[config.mk]
export PLATFORM = sky130hd
export DESIGN_NAME = simd_ram_arbiter
export DESIGN_NICKNAME = d
export VERILOG_FILES = /design/src/rtl/simd_ram_arbiter.sv
export SDC_FILE = /design/constraint.sdc
export NUM_CORES = 1
export LEC_CHECK = 0
export ABC_AREA = 1
export BUFFER_PORTS_ARGS = -buffer_cell sky130_fd_sc_hd__clkbuf_2
export CORE_AREA = 4 4 666 668
export DETAILED_ROUTE_END_ITERATION = 12
export DIE_AREA = 0 0 670 672
export MAX_ROUTING_LAYER = met4
export PLACE_DENSITY = 0.3
export SETUP_SLACK_MARGIN = 0.4
export SLEW_MARGIN = 20
export SYNTH_ARGS = -nofsm -noshare
export SYNTH_HDL_FRONTEND = slang
export SYNTH_SLANG_ARGS = --single-unit
export TNS_END_PERCENT = 1
[constraint.sdc]
create_clock -name clk -period 1.2 [get_ports clk]
set_input_delay 0.06 -clock clk [delete_from_list [all_inputs] [get_ports clk]]
set_output_delay 0.06 -clock clk [all_outputs]
set_load 0.02 [all_outputs]
[src/rtl/simd_ram_arbiter.sv]
// simd_ram_arbiter: shares the single-port 256-bit vector data RAM between the
// SIMD processor memory stage (priority, same-cycle stall) and a host/loader
// port (req/gnt handshake). Read returns are steered by an owner-tag pipe.
// Optional host starvation guard: define SIMD_ARB_STARVE_GUARD_EN.
module simd_ram_arbiter #(
   parameter int unsigned RD_LATENCY    = 1,
   parameter int unsigned HOST_MAX_WAIT = 8
) (
   input  logic         clk,
   input  logic         reset,
   input  logic [13:0]  p_address,
   input  logic [31:0]  p_byteena,
   input  logic [255:0] p_wdata,
   input  logic         p_rden,
   input  logic         p_wren,
   output logic         p_stall,
   output logic [255:0] p_rdata,
   output logic         p_rvalid,
   input  logic         h_req,
   input  logic         h_we,
   input  logic [13:0]  h_address,
   input  logic [31:0]  h_byteena,
   input  logic [255:0] h_wdata,
   output logic         h_gnt,
   output logic [255:0] h_rdata,
   output logic         h_rvalid,
   output logic [13:0]  ram_address,
   output logic [31:0]  ram_byteena,
   output logic [255:0] ram_wdata,
   output logic         ram_rden,
   output logic         ram_wren,
   input  logic [255:0] ram_rdata,
   output logic [31:0]  stall_count
);

   if (RD_LATENCY < 1 || RD_LATENCY > 3) begin : g_lat_chk
      $error("simd_ram_arbiter: RD_LATENCY out of range 1..3");
   end
   if (HOST_MAX_WAIT < 2 || HOST_MAX_WAIT > 255) begin : g_wait_chk
      $error("simd_ram_arbiter: HOST_MAX_WAIT out of range 2..255");
   end

   logic p_req;
   logic h_force;
   logic h_win;
   logic p_win;
   logic p_rd_acc;
   logic h_rd_acc;
   logic [RD_LATENCY-1:0] p_tag;
   logic [RD_LATENCY-1:0] h_tag;

   // Winner selection and RAM port mux; everything held low while in reset
   always_comb begin
      p_req       = p_rden | p_wren;
      h_win       = h_req & (~p_req | h_force);
      p_win       = p_req & ~h_win;
      p_stall     = reset & p_req & h_win;
      h_gnt       = reset & h_win;
      ram_rden    = 1'b0;
      ram_wren    = 1'b0;
      ram_address = '0;
      ram_byteena = '0;
      ram_wdata   = '0;
      if (reset) begin
         if (h_win) begin
            ram_rden    = ~h_we;
            ram_wren    = h_we;
            ram_address = h_address;
            ram_byteena = h_byteena;
            ram_wdata   = h_wdata;
         end else begin
            // P values also drive the port when idle; a read+write is a write
            ram_rden    = p_win & p_rden & ~p_wren;
            ram_wren    = p_win & p_wren;
            ram_address = p_address;
            ram_byteena = p_byteena;
            ram_wdata   = p_wdata;
         end
      end
      p_rd_acc = ram_rden & p_win;
      h_rd_acc = ram_rden & h_win;
   end

   // Owner-tag shift register; the tap marks which requester gets ram_rdata
   always_ff @(posedge clk or negedge reset) begin
      if (!reset) begin
         p_tag <= '0;
         h_tag <= '0;
      end else begin
         p_tag[0] <= p_rd_acc;
         h_tag[0] <= h_rd_acc;
         for (int unsigned i = 1; i < RD_LATENCY; i++) begin
            p_tag[i] <= p_tag[i-1];
            h_tag[i] <= h_tag[i-1];
         end
      end
   end

   // Read data is shared; only the valid flags distinguish the owner
   always_comb begin
      p_rvalid = p_tag[RD_LATENCY-1];
      h_rvalid = h_tag[RD_LATENCY-1];
      p_rdata  = reset ? ram_rdata : '0;
      h_rdata  = reset ? ram_rdata : '0;
   end

   // Saturating count of processor stall cycles
   always_ff @(posedge clk or negedge reset) begin
      if (!reset) begin
         stall_count <= '0;
      end else if (p_stall && stall_count != '1) begin
         stall_count <= stall_count + 32'd1;
      end
   end

`ifdef SIMD_ARB_STARVE_GUARD_EN
   typedef enum logic {ST_NORMAL, ST_FORCE} state_t;

   state_t     state;
   state_t     state_nxt;
   logic [7:0] wait_cnt;
   logic [7:0] wait_nxt;

   // Guard state register
   always_ff @(posedge clk or negedge reset) begin
      if (!reset) begin
         state    <= ST_NORMAL;
         wait_cnt <= '0;
      end else begin
         state    <= state_nxt;
         wait_cnt <= wait_nxt;
      end
   end

   // Count denied host cycles; force one host grant once the limit is hit
   always_comb begin
      state_nxt = state;
      wait_nxt  = wait_cnt;
      case (state)
         ST_NORMAL: begin
            if (h_req && !h_gnt) begin
               wait_nxt = wait_cnt + 8'd1;
               if (wait_nxt == HOST_MAX_WAIT[7:0]) state_nxt = ST_FORCE;
            end else begin
               wait_nxt = '0;
            end
         end
         ST_FORCE: begin
            if (!h_req || h_gnt) begin
               state_nxt = ST_NORMAL;
               wait_nxt  = '0;
            end
         end
         default: begin
            state_nxt = ST_NORMAL;
            wait_nxt  = '0;
         end
      endcase
   end

   assign h_force = (state == ST_FORCE);
`else
   assign h_force = 1'b0;
`endif

endmodule
======== Yosys cells after proc, flatten, opt, wreduce, memory -nomap -nowiden ========
Cells that the tools add are included.
cells by class
  divide/modulo/power cells ............... 0
  equality and inequality tests ........... 1
  shift operators ......................... 0
  bitwise operators ....................... 15
  reduce and logical (&&, ||, !) cells .... 1
  add/subtract/negate cells ............... 1
  multipliers ............................. 0
  order comparisons ....................... 0
  muxes and demuxes ....................... 11
operators by type and width
  operator                                                          number
  256-bit 2-to-1 mux                                                3
  32-bit 2-to-1 mux                                                 2
  32-bit by 1-bit adder with 32-bit output (second input constant)  1
  32-bit inequality test (second input constant)                    1
  14-bit 2-to-1 mux                                                 2
  1-bit AND                                                         10
  1-bit 2-to-1 mux                                                  4
  1-bit NOT                                                         4
  1-bit logical AND                                                 1
  1-bit OR                                                          1
storage, ports and cells
  flip-flop bits (word level) ............. 34
  memory bits (read-only) ................. 0
  memories kept ........................... 0
  bits in writable memories ............... 0
  latch bits .............................. 0
  input port bits ......................... 866
  logic and storage cells ................. 32

======== Logic depth before layout (Yosys ltp) ========
  depth after elaboration ................. 10
  depth in mapped cells ................... 8

======== Worst setup path after synthesis ========
Ideal clock, no wire load.
  path kind ............................... input -> output
  start point ............................. input port reset
  end point ............................... output port p_rdata[175]
  required time ........................... 1.140 ns
  buffers on the path ..................... 5
  setup slack ............................. 0.081 ns
  stages .................................. 7
  arrival time ............................ 1.059 ns
  cells stage by stage .................... buf_2 buf_2 buf_2 buf_2 nand2_1 inv_1 buf_4
between the ends
  cells in the longest elaborated chain, start to end .. 1
RTL lines
  item                RTL line  text
  start, declared     10        input logic reset,
  256-bit 2-to-1 mux  n/a
  end, declared       17        output logic [255:0] p_rdata,
No other way between the ends.

======== Worst setup path after layout ========
  start point ............................. input port p_wren
  end point ............................... output port ram_wdata[157]
between the ends
  cells in the longest elaborated chain, start to end .. 5
RTL lines
  item                RTL line  text
  start, declared     15        input logic p_wren,
  1-bit OR            54        p_req = p_rden | p_wren;
  1-bit NOT           55        h_win = h_req & (~p_req | h_force);
  1-bit AND           55
  256-bit 2-to-1 mux  65        if (h_win) begin
  256-bit 2-to-1 mux  64        if (reset) begin
  end, declared       29        output logic [255:0] ram_wdata,
No other way between the ends.

==> flow_metrics.env <==
export IMPL_slew_headroom_pct=64.1
export IMPL_viasPerCell=2.46
export IMPL_netlist_top_cells_count="inv_1 (564), nand2_1 (561), nor2_1 (305)"
export IMPL_critical_path_arrival_ns=1.63
export IMPL_synth_fp_nets=3427
export IMPL_internal_power_mw=8.40
export IMPL_vias=24500
export IMPL_leakage_nw=17.9
export IMPL_die_h_um=672
export IMPL_core_region_area_mm2=0.437
export IMPL_switching_power_mw=10.6
export IMPL_cts_buffer_depth=2
export IMPL_synth_area_mm2=0.0124
export IMPL_area_growth_pct=183
export IMPL_grt_max_degree=79
export IMPL_path_class="in -> out"
export IMPL_ys_seq_area_share_pct=6.88
export IMPL_cts_buffers=5
export IMPL_die_area_mm2=0.450
export IMPL_post_route_util_pct=8.01
export IMPL_dieWidth_um=670
export IMPL_period_needed_ns=1.69
export IMPL_nNetsFinal=4991
export IMPL_clock_sinks=34
export IMPL_start_util_pct=2.83
export IMPL_fin_crit_sh_pct=141
export IMPL_final_hold_viol_count=0
export IMPL_yosys_warnings=0
export IMPL_synth_edff_count=0
export IMPL_synthDistinctLibCells=15
export IMPL_antenna_left=0
export IMPL_ir_worst_vdd_v=0.000607
export IMPL_seq_power_share_pct=6.0
export IMPL_placed_cell_area_mm2=0.0315
export IMPL_pre_cts_slack_ns=-1.07
export IMPL_syn_avg_cell_area_um2=4.83
export IMPL_grt_usage_pct=14.4
export IMPL_clkTransAtPathRegs_ns=0.08
export IMPL_grt_antenna_before_repair=312
export IMPL_rows=243
export IMPL_num_fill_cells=51900
export IMPL_fmax_mhz=593
export IMPL_clkLatencyLatePin_ns=0.35
export IMPL_grt_overflow_total=0
export IMPL_drc=0
export IMPL_cp_slowest_stage_delay_ns=0.25
export IMPL_maxCapViolCount=0
export IMPL_synth_top_area_share_pct=17.1
export IMPL_wl_per_cell_um=33.3
export IMPL_drt_first_pass_iters=5
export IMPL_grt_first_pass_wirelength_um=382000
export IMPL_gp_congestion=0.948
export IMPL_totalWireLength_um=332000
export IMPL_run_status="complete, but fails checks"
export IMPL_startpoint_type="input pin"
export IMPL_dp_hpwl_um=312000
export IMPL_netlist_top_cells_area="inv_1 (17%), nand2_1 (17%), buf_4 (17%)"
export IMPL_path_buf_inv=6
export IMPL_path_cells="buf_8 > nor2_4 > buf_12 > buf_16 > buf_6 > a21oi_1 > nor2_2 > buf_4 > clkbuf_2"
export IMPL_cts_tree="done"
export IMPL_grt_pass1_vias=22700
export IMPL_synth_ff_type="dfrtp_1"
export IMPL_netlist_instances=2561
export IMPL_clockPowerShare_pct=11.8
export IMPL_first_iter_violations=1691
export IMPL_synth_most_common_cell="inv_1"
export IMPL_skew_ns=0
export IMPL_cts_root_buf="clkbuf_16"
export IMPL_layout_setup_ws_ns=-0.487
export IMPL_synth_area_leader_cell="inv_1"
export IMPL_htreeDepth=2
export IMPL_instances_no_fill=9957
export IMPL_rsz0062_at_grt="true"
export IMPL_critPathTopFamily="buffers and inverters"
export IMPL_required_ns=1.14
export IMPL_portBuffers=1716
export IMPL_drive_gt1_share_pct=59.7
export IMPL_ys_ff_latch=34
export IMPL_power_share_switching_pct=55.9
export IMPL_tightest_slew_ns=0.536
export IMPL_setup_viol=535
export IMPL_async_flop_share_pct=100
export IMPL_combPwrFrac_pct=82.2
export IMPL_endpoint_kind="output pin"
export IMPL_min_path_type="in -> async"
export IMPL_violations="setup timing"
export IMPL_critPathMaxFanout=12
export IMPL_powerDensity_mw_per_mm2=543
export IMPL_placedCellCount=9830
export IMPL_slowest_stage="nor2_2"
export IMPL_boundaryPins=1718
export IMPL_final_area_mm2=0.0350
export IMPL_finalMaxSlewViolations=0
[metrics by stage]
step / hold WS (ns) / TNS [ns] / power (mW)
3_3_place_gp: 0.158 / -200.87 / 15.9
5_1_grt: 0.00586 / -136.05 / 20.1
4_1_cts: -0.252 / -162.09 / 19.1
3_5_place_dp: 0.156 / -198.19 / 15.8
6_report: 0.0187 / -102.62 / 19.0
2_1_floorplan: -0.236 / 0 / 6.40
[kinds of logic (layout without fill, tap and decap cells)]
logic type | after synthesis | in the layout | share of synthesized area, %
AND/OR/NAND/NOR | 1171 | 1171 | 38.7
buffers and inverters | 1051 | 2616 | 42.1
AO/OA/AOI/OAI | 304 | 304 | 12.3
flip-flops | 34 | 34 | 6.88
other | 1 | 75 | 0.0303
[cell type report]
cell class	instances	area (um2)	share of cell area, %
sequential	34	851	2.43
multi-input combinational	1476	7620	21.8
antenna	74	185	0.529
tap	5757	7200	20.6
inverter	564	2140	6.12
clock buffer	5	125	0.357
timing repair buffer	2044	16800	48.0
clock inverter	3	68.8	0.197
[state kept, by name, summed over array words and instances (netlist names)]
| name | count |
|---|---|
| h_rvalid | 1 |
| p_rvalid | 1 |
| stall_count | 32 |
[metal layers]
metal  track usage, %  vias up  part of all wire [%]
li1                 -    10500                     -
met1             15.6    11700                    38
met2             25.7     1721                    51
met3             5.56      484                   9.6
met4            0.996        0                   1.4
met5                -        -                     0
[cells in the final DEF, fill, tap and decap left out, drive strengths merged]
| cell type | instances |
|---|---|
| nor2 | 306 |
| o21ai | 1 |
| bufinv | 2 |
| clkbuf | 1365 |
| buf | 678 |
| inv | 564 |
| diode | 74 |
| dfrtp | 34 |
| dlygate4sd3 | 5 |
| a21oi | 303 |
| bufbuf | 1 |
| nand3 | 303 |
| conb | 1 |
| nand2 | 561 |
| clkinv | 1 |
| nand4 | 1 |
[power groups by stage]
stage | combinational [mW] | sequential [mW] | clock, mW
2_1_floorplan | 5.23 | 1.17 | 0
3_3_place_gp | 14.7 | 1.17 | 0
3_5_place_dp | 14.6 | 1.17 | 0
4_1_cts | 15.5 | 1.15 | 2.41
5_1_grt | 16.5 | 1.15 | 2.43
6_report | 15.6 | 1.15 | 2.24
[repair_timing]
action	4_1_cts	5_1_grt
endpoints found under the hold margin	15	11
setup endpoints to repair	849	849
buffers inserted	10	19
pin swaps	152	82
hold buffers	4	1
cloned	6	5
resized for setup	524	425
[worst paths after layout]
check                      cells after the start         endpoint  slack [ns]            start
setup / recovery                               9   ram_wdata[157]       -0.49           p_wren
setup reg to reg                               0   stall_count[2]        0.68   stall_count[2]
hold / removal                                 4  stall_count[18]        0.02            reset
min in group clk                               5         h_rvalid        0.08           p_rden
max in group asynchronous                      3   stall_count[7]        0.35            reset
hold reg to reg                                0  stall_count[18]        0.38  stall_count[18]
Note: power is estimated with default switching activity, not from simulation.
